===== src/rtl/buffer_pingpong_ctrl_pkg.sv =====
// Shared types and constants for the two-bank ping-pong SRAM buffer controller.
package garuda_buf_pkg;

    localparam int BUF_NUM_BANKS  = 2;
    localparam int BUF_DEPTH      = 4096;
    localparam int BUF_DATA_WIDTH = 32;
    localparam int BUF_AW         = $clog2(BUF_DEPTH);

    // Fill length: one bit wider than an address so a full bank of DEPTH words fits.
    typedef logic [BUF_AW:0] buf_len_t;

    typedef enum logic [1:0] {
        EMPTY   = 2'd0,
        FILLING = 2'd1,
        FULL    = 2'd2
    } bank_state_e;

endpackage


===== src/rtl/buffer_pingpong_ctrl_rr_arb2.sv =====
// Two-requester round-robin arbiter; after a contested cycle the loser gets priority.
module rr_arb2 (
    input  logic       clk_i,
    input  logic       rst_ni,
    input  logic [1:0] req_i,
    output logic [1:0] gnt_o
);

    logic prio_q;
    logic prio_d;

    // Grant selection and priority update; prio_q == 1 favours requester 1.
    always_comb begin
        gnt_o  = 2'b00;
        prio_d = prio_q;
        case (req_i)
            2'b01:   gnt_o = 2'b01;
            2'b10:   gnt_o = 2'b10;
            2'b11: begin
                gnt_o  = prio_q ? 2'b10 : 2'b01;
                prio_d = ~prio_q;
            end
            default: gnt_o = 2'b00;
        endcase
    end

    // Priority register.
    always_ff @(posedge clk_i or negedge rst_ni) begin
        if (!rst_ni) begin
            prio_q <= 1'b0;
        end else begin
            prio_q <= prio_d;
        end
    end

endmodule


===== src/rtl/buffer_pingpong_ctrl.sv =====
// Ping-pong sequencer for a two-bank SRAM: producer fills one bank while the consumer reads the other,
// sharing one bank select through a round-robin arbiter.
module buffer_pingpong_ctrl
    import garuda_buf_pkg::*;
#(
    parameter int DEPTH      = BUF_DEPTH,
    parameter int DATA_WIDTH = BUF_DATA_WIDTH,
    parameter int NUM_BANKS  = BUF_NUM_BANKS
) (
    input  logic                         clk_i,
    input  logic                         rst_ni,
    input  logic                         prod_start_i,
    input  logic [$clog2(DEPTH):0]       prod_len_i,
    input  logic                         prod_valid_i,
    input  logic [DATA_WIDTH-1:0]        prod_data_i,
    output logic                         prod_ready_o,
    output logic                         prod_start_err_o,
    output logic                         fill_done_o,
    output logic                         cons_avail_o,
    output logic [$clog2(DEPTH):0]       cons_len_o,
    input  logic                         cons_req_i,
    input  logic [$clog2(DEPTH)-1:0]     cons_addr_i,
    output logic                         cons_gnt_o,
    output logic [DATA_WIDTH-1:0]        cons_data_o,
    output logic                         cons_oob_o,
    input  logic                         cons_release_i,
    output logic                         buf_wr_en_o,
    output logic [$clog2(DEPTH)-1:0]     buf_wr_addr_o,
    output logic [DATA_WIDTH-1:0]        buf_wr_data_o,
    output logic                         buf_rd_en_o,
    output logic [$clog2(DEPTH)-1:0]     buf_rd_addr_o,
    input  logic [DATA_WIDTH-1:0]        buf_rd_data_i,
    output logic                         buf_bank_sel_o
);

    localparam int AW = $clog2(DEPTH);
    localparam logic [AW:0]   LEN_ONE   = {{AW{1'b0}}, 1'b1};
    localparam logic [AW:0]   LEN_DEPTH = (AW+1)'(DEPTH);
    localparam logic [AW-1:0] CNT_ONE   = {{(AW-1){1'b0}}, 1'b1};

    if (NUM_BANKS != BUF_NUM_BANKS) begin : g_num_banks_chk
        $error("buffer_pingpong_ctrl supports exactly two banks");
    end

    bank_state_e     bank_q [NUM_BANKS];
    bank_state_e     bank_d [NUM_BANKS];
    logic [AW:0]     len_q  [NUM_BANKS];
    logic [AW:0]     len_d  [NUM_BANKS];
    logic            wr_ptr_q, wr_ptr_d;
    logic            rd_ptr_q, rd_ptr_d;
    logic [AW-1:0]   cnt_q, cnt_d;
    logic            err_q, err_d;
    logic            done_q, done_d;

    logic            any_filling_s;
    logic            avail_s;
    logic            len_ok_s;
    logic            start_ok_s;
    logic            release_s;
    logic            last_beat_s;
    logic            wr_gnt_s;
    logic            rd_gnt_s;
    logic            oob_s;
    logic            rd_en_s;
    logic [1:0]      req_s;
    logic [1:0]      gnt_s;

    // Request decode and start/release qualification from pre-edge state.
    always_comb begin
        any_filling_s = (bank_q[0] == FILLING) || (bank_q[1] == FILLING);
        avail_s       = (bank_q[rd_ptr_q] == FULL);
        len_ok_s      = (prod_len_i != {(AW+1){1'b0}}) && (prod_len_i <= LEN_DEPTH);
        start_ok_s    = prod_start_i && !any_filling_s && (bank_q[wr_ptr_q] == EMPTY) && len_ok_s;
        release_s     = cons_release_i && avail_s;
        req_s[0]      = prod_valid_i && (bank_q[wr_ptr_q] == FILLING);
        req_s[1]      = cons_req_i && avail_s;
    end

    rr_arb2 u_arb (
        .clk_i  (clk_i),
        .rst_ni (rst_ni),
        .req_i  (req_s),
        .gnt_o  (gnt_s)
    );

    // Next-state: fill sequencing on the write bank, release on the read bank.
    always_comb begin
        wr_gnt_s    = gnt_s[0];
        rd_gnt_s    = gnt_s[1];
        bank_d      = bank_q;
        len_d       = len_q;
        wr_ptr_d    = wr_ptr_q;
        rd_ptr_d    = rd_ptr_q;
        cnt_d       = cnt_q;
        last_beat_s = wr_gnt_s && ({1'b0, cnt_q} == (len_q[wr_ptr_q] - LEN_ONE));
        err_d       = prod_start_i && !start_ok_s;
        done_d      = last_beat_s;
        if (start_ok_s) begin
            bank_d[wr_ptr_q] = FILLING;
            len_d[wr_ptr_q]  = prod_len_i;
            cnt_d            = {AW{1'b0}};
        end else if (wr_gnt_s) begin
            cnt_d = cnt_q + CNT_ONE;
            if (last_beat_s) begin
                bank_d[wr_ptr_q] = FULL;
                wr_ptr_d         = ~wr_ptr_q;
            end else begin
                wr_ptr_d = wr_ptr_q;
            end
        end else begin
            cnt_d = cnt_q;
        end
        // The released bank is never the write bank, so this cannot collide with the fill update.
        if (release_s) begin
            bank_d[rd_ptr_q] = EMPTY;
            rd_ptr_d         = ~rd_ptr_q;
        end else begin
            rd_ptr_d = rd_ptr_q;
        end
    end

    // State registers.
    always_ff @(posedge clk_i or negedge rst_ni) begin
        if (!rst_ni) begin
            for (int b = 0; b < NUM_BANKS; b++) begin
                bank_q[b] <= EMPTY;
                len_q[b]  <= {(AW+1){1'b0}};
            end
            wr_ptr_q <= 1'b0;
            rd_ptr_q <= 1'b0;
            cnt_q    <= {AW{1'b0}};
            err_q    <= 1'b0;
            done_q   <= 1'b0;
        end else begin
            bank_q   <= bank_d;
            len_q    <= len_d;
            wr_ptr_q <= wr_ptr_d;
            rd_ptr_q <= rd_ptr_d;
            cnt_q    <= cnt_d;
            err_q    <= err_d;
            done_q   <= done_d;
        end
    end

    // Output muxing; address/data buses are held at zero when their strobe is low.
    always_comb begin
        cons_avail_o     = avail_s;
        cons_len_o       = avail_s ? len_q[rd_ptr_q] : {(AW+1){1'b0}};
        oob_s            = rd_gnt_s && ({1'b0, cons_addr_i} >= cons_len_o);
        rd_en_s          = rd_gnt_s && !oob_s;
        prod_ready_o     = wr_gnt_s;
        buf_wr_en_o      = wr_gnt_s;
        buf_wr_addr_o    = wr_gnt_s ? cnt_q : {AW{1'b0}};
        buf_wr_data_o    = wr_gnt_s ? prod_data_i : {DATA_WIDTH{1'b0}};
        cons_gnt_o       = rd_gnt_s;
        cons_oob_o       = oob_s;
        buf_rd_en_o      = rd_en_s;
        buf_rd_addr_o    = rd_en_s ? cons_addr_i : {AW{1'b0}};
        cons_data_o      = rd_en_s ? buf_rd_data_i : {DATA_WIDTH{1'b0}};
        buf_bank_sel_o   = rd_gnt_s ? rd_ptr_q : wr_ptr_q;
        prod_start_err_o = err_q;
        fill_done_o      = done_q;
    end

endmodule


===== config.mk =====
export PLATFORM = sky130hd
export DESIGN_NAME = buffer_pingpong_ctrl
export DESIGN_NICKNAME = d
export VERILOG_FILES = /design/src/rtl/buffer_pingpong_ctrl_pkg.sv /design/src/rtl/buffer_pingpong_ctrl_rr_arb2.sv /design/src/rtl/buffer_pingpong_ctrl.sv
export SDC_FILE = /design/constraint.sdc
export NUM_CORES = 1
export LEC_CHECK = 0
export CAP_MARGIN = 20
export CORE_MARGIN = 1.5
export CORE_UTILIZATION = 25
export CTS_BUF_LIST = sky130_fd_sc_hd__clkbuf_8
export DETAILED_ROUTE_END_ITERATION = 12
export HOLD_SLACK_MARGIN = 0.05
export PLACE_DENSITY_LB_ADDON = 0.25
export REMOVE_ABC_BUFFERS = 1
export SETUP_SLACK_MARGIN = 0.05
export SLEW_MARGIN = 30
export SYNTH_ARGS = -nofsm -noshare
export SYNTH_HDL_FRONTEND = slang
export SYNTH_HIERARCHICAL = 1
export SYNTH_SLANG_ARGS = --single-unit

===== constraint.sdc =====
create_clock -name clk_i -period 9.5 [get_ports clk_i]
set_input_delay 1.9 -clock clk_i [delete_from_list [all_inputs] [get_ports clk_i]]
set_output_delay 1.9 -clock clk_i [all_outputs]
set_load 0.01 [all_outputs]

# ---- Word-level counts from Yosys, hierarchy flattened
# Cells that the tools add are included.
dict set report classes {
  muxes 33
  reduce_logical 21
  magnitude_cmp 6
  n_eq_ne 8
  n_addsub 2
  bitwise 14
}
# op count
set ops {}
lappend ops {{13-bit two-way mux} 8}
lappend ops {{32-bit two-way mux} 2}
lappend ops {{12-bit two-way mux} 4}
lappend ops {{26-bit bitwise mux} 1}
lappend ops {{2-bit two-way mux} 9}
lappend ops {{4-bit two-way mux} 4}
lappend ops {{13-bit demux with 1-bit select} 1}
lappend ops {{12-bit by 13-bit equality test with 1-bit output} 1}
lappend ops {{12-bit by 13-bit greater-or-equal comparator with 1-bit output} 1}
lappend ops {{13-bit less-or-equal comparator (second input constant)} 1}
lappend ops {{1-bit logical AND} 13}
lappend ops {{13-bit nonzero test} 1}
lappend ops {{13-bit by 1-bit subtractor with 13-bit output (second input constant)} 1}
lappend ops {{12-bit by 1-bit adder with 12-bit output (second input constant)} 1}
lappend ops {{2-bit by 1-bit equality test with 1-bit output (second input constant)} 4}
lappend ops {{2-bit equality test (second input constant)} 3}
lappend ops {{2-bit one-hot mux with 3 select lines} 1}
lappend ops {{2-bit AND} 2}
lappend ops {{4-bit AND} 1}
lappend ops {{2-bit demux with 1-bit select} 2}
lappend ops {{2-bit greater-or-equal comparator (second input constant)} 2}
lappend ops {{2-bit by 1-bit < comparator with 1-bit output (second input constant)} 2}
lappend ops {{1-bit NOT} 4}
lappend ops {{1-bit NOT with 2-bit output} 2}
lappend ops {{other kinds (9)} 13}
dict set report word_totals {
  wordCells 94
  regBits 47
  input_bits 95
}

# ---- Depth between registers and ports, before layout
# Gate-level depths: netlist of the first run.
dict set report logic_depth {
  ltp_word 14
  ltp_mapped 15
  mapped_depth_nobuf 12
}

# ---- Cells and area by module
# Netlist of the first run, hierarchy kept.
# mod cells_each area_each_um2 n_inst seq_area_each_um2
set modules_own_cells {}
lappend modules_own_cells {buffer_pingpong_ctrl 434 3898.7 1 1151.1}
lappend modules_own_cells {rr_arb2 6 56.3 1 25.0}

# ---- Least setup slack after synthesis of the first run
# OpenSTA, ideal clock, no wires.
dict set report synth_timing {
  path_type {input -> output}
  from {input cons_addr_i[1]}
  to {output cons_data_o[23]}
  path_buffers 1
  arrival_ns 3.769
  path_stages 10
  setup_slack_ns 3.831
  required_time_ns 7.600
  path_cell_list {ha_1 -> nor2b_1 -> o21a_1 -> o21a_1 -> o21a_1 -> o21ai_0 -> a31oi_1 -> o21bai_1 -> clkbuf_1 -> and3_1}
}
dict set report synth_via {
  elab_chain_len 5
}
# element line
set synth_rtl {}
lappend synth_rtl {{start: declaration} buffer_pingpong_ctrl.sv:22} ;# input logic [$clog2(DEPTH)-1:0] cons_addr_i,
lappend synth_rtl {{12-bit by 13-bit greater-or-equal comparator with 1-bit output} buffer_pingpong_ctrl.sv:149} ;# oob_s = rd_gnt_s && ({1'b0, cons_addr_i} >= cons_len_o);
lappend synth_rtl {{1-bit logical AND} buffer_pingpong_ctrl.sv:149}
lappend synth_rtl {{1-bit logical NOT} buffer_pingpong_ctrl.sv:150} ;# rd_en_s = rd_gnt_s && !oob_s;
lappend synth_rtl {{1-bit logical AND} buffer_pingpong_ctrl.sv:150}
lappend synth_rtl {{32-bit two-way mux} buffer_pingpong_ctrl.sv:159} ;# cons_data_o = rd_en_s ? buf_rd_data_i : {DATA_WIDTH{1'b0}};
lappend synth_rtl {{end: declaration} buffer_pingpong_ctrl.sv:24} ;# output logic [DATA_WIDTH-1:0] cons_data_o,
# Every way passes these cells.

# ---- Worst setup path after layout of the first run
dict set report layout_timing {
  from {input cons_addr_i[1]}
  to {output cons_data_o[12]}
}
# The elaborated chain is that of the path after synthesis.

==> results of run 1 <==
[area by class of cell]
class | count | area, µm²
Fill cell | 1515 | 9040
Tap cell | 211 | 264
Timing Repair Buffer | 209 | 2080
Clock inverter | 3 | 43.8
Sequential cell | 47 | 1180
Clock buffer | 5 | 68.8
Multi-Input combinational cell | 346 | 2590
Inverter | 16 | 60.1
[metal layers]
layer  share of wire  vias up
li1                -     1904
met1            0.44     1837
met2            0.52       57
met3           0.030       14
met4           0.012        0
met5               0        -
[where the power goes]
part / internal (mW) / switching, mW
Clock: 0.0784 / 0.0726
Sequential: 0.249 / 0.0591
Combinational: 0.316 / 0.284
Total: 0.644 / 0.415
[flip-flops by register name, summed over array words and instances, names as in the netlist]
name	count
len_q	26
u_arb/prio_q	1
rd_ptr_q	1
cnt_q	12
bank_q	4
fill_done_o	1
prod_start_err_o	1
wr_ptr_q	1
[logic make-up after synthesis]
family,Yosys count,synth area share
adder cells (fa/ha/maj),14,0.0443
AO/OA/AOI/OAI,46,0.0908
buffers and inverters,47,0.0528
flip-flops,47,0.297
XOR/XNOR,28,0.0620
AND/OR/NAND/NOR,203,0.300
multiplexers,55,0.153
[cells in the mapped netlist, drive strengths merged (9+ instances only)]
| cell type | instances |
|---|---|
| mux2 | 41 |
| nand3 | 10 |
| inv | 16 |
| nand2 | 29 |
| mux2i | 14 |
| dfrtp | 47 |
| nor2 | 20 |
| and2 | 50 |
| nor2b | 12 |
| xnor2 | 14 |
| ha | 14 |
| xor2 | 14 |
| buf | 9 |
| clkbuf | 22 |
| and3 | 49 |
[through the flow]
| step | std cells | worst slack, ns | utilization | total power, mW | instance area (µm²) |
|---|---|---|---|---|---|
| 2_1_floorplan | 409 | 2.91 | - | 0.685 | 3810 |
| 3_3_place_gp | 829 | 2.31 | 0.402 | 0.900 | 6160 |
| 3_5_place_dp | 829 | 2.66 | 0.403 | 0.915 | 6170 |
| 4_1_cts | 837 | 2.64 | 0.410 | 1.07 | 6280 |
| 5_1_grt | 837 | 2.42 | 0.410 | 1.14 | 6280 |
| 6_report | 837 | 2.61 | 0.410 | 1.06 | 6280 |
[path summary, 6_finish.rpt]
kind                       slack [ns]  depth (start not counted)                    endpoint                      from
setup / recovery                 2.61                         11             cons_data_o[12]            cons_addr_i[1]
min in group asynchronous        1.60                          1  prod_start_err_o$_DFF_PN0_                    rst_ni
setup reg to reg                 6.36                         10         bank_q[2]$_DFF_PN0_      wr_ptr_q$_DFFE_PN0P_
hold / removal                   0.53                          1    u_arb/prio_q$_DFFE_PN0N_  u_arb/prio_q$_DFFE_PN0N_
max in group asynchronous        7.47                          1        cnt_q[0]$_DFFE_PN0P_                    rst_ni
hold reg to reg                  0.53                          1    u_arb/prio_q$_DFFE_PN0N_  u_arb/prio_q$_DFFE_PN0N_
==> summary.txt, run 1 <==
Run status
  – Outcome: complete, no violations

STA
  – Final setup fails: 0
  – WHS: around 0.53 ns
  – Worst relative slew slack: 0.468
  – Worst Clk Skew: 0.00693 ns
  – Unrepaired setup endpoints after global routing: false
  – Final hold viol count: 0
  – Worst Tran Pin Value: roughly 0.8 ns
  – Max-slew violations: 0
  – Fmax: 145 MHz
  – Final min period: 6.89 ns
  – Tcrit/Tclk final: 0.725
  – Setup tns final: 0 ns

Place
  – RD Place Congestion: between 0.7 and 0.8
  – Detail Placement HPWL: a little under 10000 µm
  – Count of input and output buffers: roughly 200

Drt
  – DRT Pass-1 Iters: 4
  – Routed WL per cell: 15.1 µm
  – Drt initial violations: just under 200
  – DRC viols: 0
  – Vias per inst: 4.55
  – Via count: 3812
  – Drt total wl: 12700 µm
  – Antenna-violating nets left: 0

CTS
  – CTS Buffer Depth: 2
  – CTS clk-pin slew, worst paths: 0.09 ns
  – CTS Buf Count: 5
  – # hold bufs at CTS: 0
  – Sink Count: 47
  – CTS resizes: 0
  – Worst skew pair latency: approximately 0.31 ns
  – Clk root buf: clkbuf_8
  – CTS tree: yes
  – CTS H-Tree Depth: 2
  – Post-CTS setup buffers: 0

Global route
  – Met2 GRT Util: 0.256
  – Vias in the first global route: 3764
  – Largest net degree at the start of global routing: between 50 and 60
  – GR Util All Layers: 0.148
  – Gr ovfl total: 0
  – Grt met3 use: 0.0220
  – Global Route met1 Usage: 0.194
  – Most Crowded Layer GR: met2
  – Global-route wire length before repair: 19700 µm
  – Antenna violations before repair: 0

Yosys
  – Yosys reg bits: 47
  – Synth unique cells: 62
  – Avg Cell Area, Syn: 8.99 µm²
  – Area share of the largest cell type after synthesis: 0.297
  – Yosys top cell by area: dfrtp_1
  – Post-Syn Area: 3960 µm²
  – Top_reg_cell synth: dfrtp_1
  – Yosys warns: 6
  – Synth area leaders: dfrtp_1 30%, mux2_2 12%, and2_1 7.8%, and3_1 7.8%, ha_1 4.4%
  – Seq/Total Area, Yosys: 0.297
  – Async set-reset flop share out of synthesis: 1.00
  – Number of synthesized flops with an enable pin: 0
  – Mapped Cells: 440

Setup path
  – Buffer and inverter count on the worst path: 2
  – Worst path required time: 7.60 ns
  – Crit path launch type: input pin
  – Crit path capture type: output pin
  – CP max stage cell: o21bai_4
  – CP peak stage delay: 0.64 ns
  – Crit-path most repeated cell: o21a_1
  – Max FO, Critical Path: 46
  – CP top delay family: compound AO/OA/AOI/OAI gates
  – CP Cell Sequence: clkdlybuf4s50_1 -> ha_1 -> nor2b_1 -> o21a_1 -> o21a_1 -> o21a_1 -> o21ai_0 -> a31oi_1 -> o21bai_4 -> and3_1 -> clkdlybuf4s50_1
  – Worst Path Arrival: 4.99 ns
  – Crit Path Class: in -> out

Power and ir drop
  – Worst VDD drop: roughly 0.000084 V
  – Power Density: 169 nW/µm²
  – Lkg Pwr: 2.68 nW

Die
  – Initial Utilization: 0.258
  – Full die area: 16600 µm²
  – Core area: between 15000 and 20000 µm²
  – I/O pins: roughly 210
  – Die height: around 130 µm
  – FP Rows: 45
  – Die Wd: 129 µm

Finish
  – P&R area growth vs syn: 58.7%
  – Layout cells sized above 1: 0.118
  – N_diodes: 0
  – Most common cell after layout, fill and taps aside: clkdlybuf4s50_1
  – Layout net count: 734
  – Most frequent cells in the layout: 203 x clkdlybuf4s50_1, 49 x and2_1, 49 x and3_1, 47 x dfrtp_1, 41 x mux2_2

Flow run
  – Max Cap Viol: 0

Hold path
  – Hold Path Class: reg -> reg
Power figures use the tool's default switching activity.
==> run 2: changes to the inputs <==
Clock period 9.5 ns to 7 ns, I/O delays scaled along.
==> run 2 against run 1 <==
  * Clock skew shrank 0.0017 ns
  * Register-to-register slack worse by 2.6 ns
  * Hold slack got worse by 0.0086 ns
  * Die area is the same
  * Critical path type unchanged
==> summary.txt, run 2 (synthesis results as in run 1) <==
CTS
  – CTS clk-pin slew, worst paths: 0.09 ns (about the same)
  – CTS H-Tree Depth: 2 (unchanged)
  – # hold bufs at CTS: 0 (unchanged)
  – CTS Buf Count: 5 (unchanged)
  – Clk root buf: clkbuf_8
  – Post-CTS setup buffers: 0 (unchanged)
  – CTS Buffer Depth: 2 (unchanged)
  – CTS tree: yes
  – Worst skew pair latency: 0.30 ns (about the same)
  – CTS resizes: 0 (unchanged)
  – Sink Count: 47 (unchanged)

Setup path
  – Buffer and inverter count on the worst path: 3 (+1)
  – Crit path launch type: input pin
  – Crit path capture type: output pin
  – Worst Path Arrival: 4.26 ns (-0.73 ns)
  – CP peak stage delay: 0.55 ns (-0.09 ns)
  – Crit-path most repeated cell: o21a_1
  – Crit Path Class: in -> out
  – CP max stage cell: clkdlybuf4s50_1
  – CP Cell Sequence: clkdlybuf4s50_1 -> ha_1 -> nor2b_1 -> o21a_1 -> o21a_1 -> o21a_1 -> o21ai_0 -> a31oi_1 -> o21bai_2 -> buf_4 -> and3_1 -> clkdlybuf4s50_1
  – Worst path required time: 5.60 ns (-2.00 ns)
  – Max FO, Critical Path: 46 (unchanged)
  – CP top delay family: buffers and inverters

Die
  – FP Rows: 45 (unchanged)
  – Die height: 129 µm (unchanged)
  – Core area: 15300 µm² (unchanged)
  – Die Wd: 129 µm (unchanged)
  – I/O pins: 205 (unchanged)
  – Initial Utilization: 0.258 (unchanged)
  – Full die area: 16600 µm² (unchanged)

Hold path
  – Hold Path Class: reg -> reg

STA
  – Final setup fails: 0 (unchanged)
  – Max-slew violations: 0 (unchanged)
  – Worst Tran Pin Value: 0.795 ns (-0.00342 ns)
  – Worst relative slew slack: 0.470 (+0.00228)
  – Final hold viol count: 0 (unchanged)
  – Fmax: approximately 180 MHz
  – Final min period: ~5.7 ns
  – Setup tns final: 0 ns (unchanged)
  – Unrepaired setup endpoints after global routing: false
  – Worst Clk Skew: 0.00521 ns (-0.00173 ns)
  – WHS: 0.520 ns (-0.00855 ns)
  – Tcrit/Tclk final: 0.809
  – Setup WS post-layout: 1.34 ns (-1.27 ns)

Drt
  – Via count: 3837 (+0.66%)
  – Drt total wl: 12600 µm (-0.84%)
  – Vias per inst: 4.58 (+0.54%)
  – DRC viols: 0 (unchanged)
  – DRT Pass-1 Iters: 4 (unchanged)
  – Routed WL per cell: 15.0 µm (-0.95%)
  – Drt initial violations: 211 (+6.6%)
  – Antenna-violating nets left: 0 (unchanged)

Power and ir drop
  – Lkg Pwr: 2.67 nW (-0.30%)
  – Worst VDD drop: 0.000102 V (+20%)
  – Power Density: 223 nW/µm² (+32%)
  – Design Power: 1.40 mW (+32%)

Finish
  – N_diodes: 0 (unchanged)
  – Multi-input logic area: 2580 µm² (-0.29%)
  – Finished Core Util: 0.408 (-0.00180)
  – P&R area growth vs syn: 58.1%
  – Layout net count: 735 (+0.14%)
  – Layout cells sized above 1: 0.118 (-0.000189)
  – Most frequent cells in the layout: 203 x clkdlybuf4s50_1, 49 x and2_1, 49 x and3_1, 47 x dfrtp_1, 41 x mux2_2
  – Top reg by flops: len_q
  – Max reg flops: 26 (unchanged)
  – Top Registers: len_q (26), cnt_q (12), bank_q (4)
  – Filler Cell Count: 1575 (+4.0%)
  – Most common cell after layout, fill and taps aside: clkdlybuf4s50_1
  – Sequential Area: 1180 µm² (unchanged)

Global route
  – Global-route wire length before repair: 19700 µm (+0.24%)
  – Vias in the first global route: 3783 (+0.50%)
  – Largest net degree at the start of global routing: 51 (unchanged)
  – Gr ovfl total: 0 (unchanged)
  – Antenna violations before repair: 0 (unchanged)
  – GR Util All Layers: 0.148 (-0.000287)

Place
  – Detail Placement HPWL: 9970 µm (+0.25%)
  – Pre-CTS WS: 1.31 ns (-1.35 ns)
  – RD Place Congestion: 0.790 (+1.1%)
  – Count of input and output buffers: 204 (unchanged)

Run status
  – Outcome: complete, no violations

Flow run
  – Max Cap Viol: 0 (unchanged)
-- run 2: cell types whose count changed in the layout (fill, tap and decap cells not counted) --
| cell | previous run | this run |
|---|---|---|
| buf_4 | 6 | 7 |
| o21bai_4 | 1 | 0 |
| clkinv_4 | 1 | 0 |
| clkinvlp_4 | 0 | 1 |
| inv_1 | 16 | 17 |
| bufinv_16 | 1 | 0 |
| o21bai_2 | 0 | 1 |
-- run 2: where the power goes --
part / switching, mW / internal [mW] / total [mW]
Combinational: 0.382 / 0.429 / 0.812
Clock: 0.0956 / 0.0686 / 0.164
Sequential: 0.0808 / 0.339 / 0.419
Total: 0.559 / 0.836 / 1.40
-- run 2: worst paths after layout --
kind	cells past startpoint	slack (ns)	from	end
worst max-delay path	12	1.34	cons_addr_i[1]	cons_data_o[7]
worst min-delay path	1	0.52	bank_q[0]$_DFF_PN0_	bank_q[0]$_DFF_PN0_
worst max register to register	10	3.81	wr_ptr_q$_DFFE_PN0P_	bank_q[2]$_DFF_PN0_
worst min register to register	1	0.52	bank_q[0]$_DFF_PN0_	bank_q[0]$_DFF_PN0_
max in group asynchronous	1	5.48	rst_ni	bank_q[0]$_DFF_PN0_
min in group asynchronous	1	1.10	rst_ni	fill_done_o$_DFF_PN0_
-- run 2: final cells by class --
type | count | share of cell area
multi-input combinational | 346 | 0.413
timing repair buffer | 210 | 0.333
sequential | 47 | 0.188
tap | 211 | 0.0422
clock buffer | 5 | 0.0110
inverter | 16 | 0.00961
clock inverter | 3 | 0.00260
-- run 2: through the flow --
stage | std cells | area [µm²]
2_1_floorplan | 409 | 3810
3_3_place_gp | 830 | 6160
3_5_place_dp | 830 | 6170
4_1_cts | 838 | 6250
5_1_grt | 838 | 6250
6_report | 838 | 6250
-- run 2: metal layers --
metal,part of all wire,GRT usage,vias to the layer above
met1,0.43,0.187,1875
met5,0,0,-
met4,0.0056,0.0238,0
met3,0.024,0.0233,6
li1,-,-,1915
met2,0.54,0.269,41
==> run 3: changes to the inputs <==
Clock period 7 ns to 4.6 ns, I/O delays scaled along.
==> run 3 against run 2 <==
  * Register-to-register slack worse by 2.4 ns
  * First-iteration DRC count down 27%
  * Sequential share of layout area down 0.21 points
  * Hold slack better by 0.0029 ns
  * Clock skew about the same
  * Combinational power up 54%
  * Total power up 56%
  * Critical endpoint is now buf_rd_addr_o[11]
==> summary.txt, run 3 (synthesis results as in run 1) <==
STA
  – Worst relative slew slack: 0.560 (+0.0897)
  – Setup WS post-layout: 0.243 ns (-1.10 ns)
  – Max-slew violations: 0 (unchanged)
  – Worst Tran Pin Value: 0.655 ns (-0.140 ns)
  – Unrepaired setup endpoints after global routing: true
  – Setup tns final: 0 ns (unchanged)
  – Final setup fails: 0 (unchanged)
  – Fmax: 230 MHz
  – Worst Clk Skew: 0.00512 ns (-0.0000826 ns)
  – Final min period: 4.36 ns
  – Tcrit/Tclk final: 0.947
  – Final hold viol count: 0 (unchanged)

Drt
  – Drt initial violations: 153 (-27%)
  – Routed WL per cell: 15.1 µm (+0.46%)
  – Via count: 3851 (+0.36%)
  – Vias per inst: 4.54 (-0.82%)
  – Antenna-violating nets left: 0 (unchanged)
  – DRC viols: 0 (unchanged)
  – DRT Pass-1 Iters: 4 (unchanged)
  – Drt total wl: 12800 µm (+1.7%)

Setup path
  – Worst path required time: 3.68 ns (-1.92 ns)
  – Critical R2R Capture: bank_q[2]$_DFF_PN0_
  – CP peak stage delay: 0.48 ns (-0.07 ns)
  – Crit path launch type: input pin
  – CP top delay family: buffers and inverters
  – Crit path capture type: output pin
  – Worst Path Arrival: 3.44 ns (-0.82 ns)
  – Crit Path Class: in -> out
  – Max FO, Critical Path: 23 (-50%)
  – Crit-path most repeated cell: o21a_1
  – CP max stage cell: clkdlybuf4s50_1
  – Internal reg-to-reg setup slack: 1.37 ns (-2.44 ns)
  – Buffer and inverter count on the worst path: 3 (unchanged)
  – Critical R2R Launch: wr_ptr_q$_DFFE_PN0P_
  – R2r worst-path depth: 10 (unchanged)
  – CP Cell Sequence: clkdlybuf4s50_1 -> ha_1 -> nor2b_1 -> o21a_1 -> o21a_1 -> o21a_1 -> o21ai_1 -> a31oi_1 -> o21bai_2 -> bufbuf_16 -> and3_1 -> dlygate4sd2_1

Global route
  – Global-route wire length before repair: 19700 µm (-0.11%)
  – Vias in the first global route: 3733 (-1.3%)
  – Antenna violations before repair: 0 (unchanged)
  – Largest net degree at the start of global routing: 51 (unchanged)
  – Gr ovfl total: 0 (unchanged)
  – GR Util All Layers: 0.149 (+0.00100)

CTS
  – CTS Buffer Depth: 2 (unchanged)
  – Worst skew pair latency: 0.30 ns (about the same)
  – Clk root buf: clkbuf_8
  – # hold bufs at CTS: 0 (unchanged)
  – Sink Count: 47 (unchanged)
  – CTS Buf Count: 5 (unchanged)
  – CTS H-Tree Depth: 2 (unchanged)
  – CTS tree: yes
  – CTS clk-pin slew, worst paths: 0.08 ns (about the same)

Die
  – Full die area: 16600 µm² (unchanged)
  – Die Wd: 129 µm (unchanged)
  – Initial Utilization: 0.258 (unchanged)
  – FP Rows: 45 (unchanged)
  – Die height: 129 µm (unchanged)
  – I/O pins: 205 (unchanged)
  – Core area: 15300 µm² (unchanged)

Place
  – Detail Placement HPWL: 10100 µm (+0.98%)
  – Pre-CTS WS: -0.0143 ns (-1.32 ns)
  – RD Place Congestion: 0.788 (-0.23%)
  – Count of input and output buffers: 204 (unchanged)
  – Placed Cells: 836 (+0.72%)

Hold path
  – Worst hold stages: 1 (unchanged)
  – End of the worst hold path: u_arb/prio_q$_DFFE_PN0N_
  – Hold Path Class: reg -> reg
  – Worst hold start: u_arb/prio_q$_DFFE_PN0N_

Finish
  – Top reg by flops: len_q
  – Post-Layout Cell Count: 848 (+1.2%)
  – Most common cell after layout, fill and taps aside: clkdlybuf4s50_1
  – N_diodes: 0 (unchanged)
  – Layout net count: 745 (+1.4%)
  – P&R area growth vs syn: 60.0%
  – Max reg flops: 26 (unchanged)
  – Top Registers: len_q (26), cnt_q (12), bank_q (4)
  – Layout cells sized above 1: 0.135 (+0.0170)
  – Most frequent cells in the layout: 157 x clkdlybuf4s50_1, 49 x and2_1, 49 x and3_1, 46 x dfrtp_1, 45 x dlygate4sd2_1
  – Filler Cell Count: 1600 (+1.6%)

Run status
  – Outcome: complete, no violations

Flow run
  – Max Cap Viol: 0 (unchanged)

Power and ir drop
  – Power Density: 343 nW/µm² (+54%)
  – Design Power: 2.17 mW (+56%)
  – Worst VDD drop: 0.000184 V (+81%)
  – Lkg Pwr: 2.99 nW (+12%)
-- run 3: cell count changes in the layout (fill, tap and decap cells not counted), sizes merged --
cell,change
dlygate4sd2,+45
dlymetal6s2s,+1
buf,+9
clkbuf,+2
bufbuf,+1
clkdlybuf4s50,-46
clkinv,-1
clkinvlp,-1
-- run 3: what timing repair did --
action,4_1_cts,5_1_grt
resized for setup,48,1
endpoints found under the setup margin,45,1
cloned,1,0
pin swaps,1,1
setup buffers,2,1
-- run 3: layer usage --
metal,GRT usage,up-vias,share of wire,wire length [µm]
met5,0,-,0,0
met4,0.0304,0,0.012,157
met3,0.0262,13,0.026,332
met2,0.259,55,0.52,6600
met1,0.193,1855,0.45,5690
li1,-,1928,-,-
-- run 3: worst max path at each step --
stage / endpoint / cells past startpoint / start
after floorplan: bank_q[1]$_DFF_PN0_ / 8 / wr_ptr_q$_DFFE_PN0P_
after global placement: cons_data_o[28] / 12 / cons_addr_i[1]
after detailed placement: cons_data_o[28] / 12 / cons_addr_i[1]
after CTS: cons_oob_o / 14 / rd_ptr_q$_DFFE_PN0P_
after global routing: cons_data_o[4] / 15 / bank_q[1]$_DFF_PN0_
final: buf_rd_addr_o[11] / 12 / cons_addr_i[1]
-- run 3: power breakdown --
group          switching (mW)  internal, mW  leakage [nW]
clock                   0.140         0.135        0.0557
sequential              0.127         0.515         0.614
combinational           0.585         0.667          2.32
total                   0.852          1.32          2.99
-- run 3: final cells by class --
class | instances | area, µm² | area share
clock buffers | 7 | 96.3 | 0.0152
clock inverters | 1 | 3.75 | 0.000593
inverters | 16 | 60.1 | 0.00949
multi-input cells | 346 | 2580 | 0.408
flip-flops and latches | 47 | 1180 | 0.186
well taps | 211 | 264 | 0.0417
repair buffers | 220 | 2140 | 0.339
-- run 3: through the flow --
stage | util | hold WS (ns) | area [µm²]
floorplan | - | 0.461 | 3810
global placement | 0.406 | 0.485 | 6220
detailed placement | 0.406 | 0.506 | 6220
CTS | 0.413 | 0.526 | 6320
global route | 0.413 | 0.543 | 6330
finish | 0.413 | 0.523 | 6330
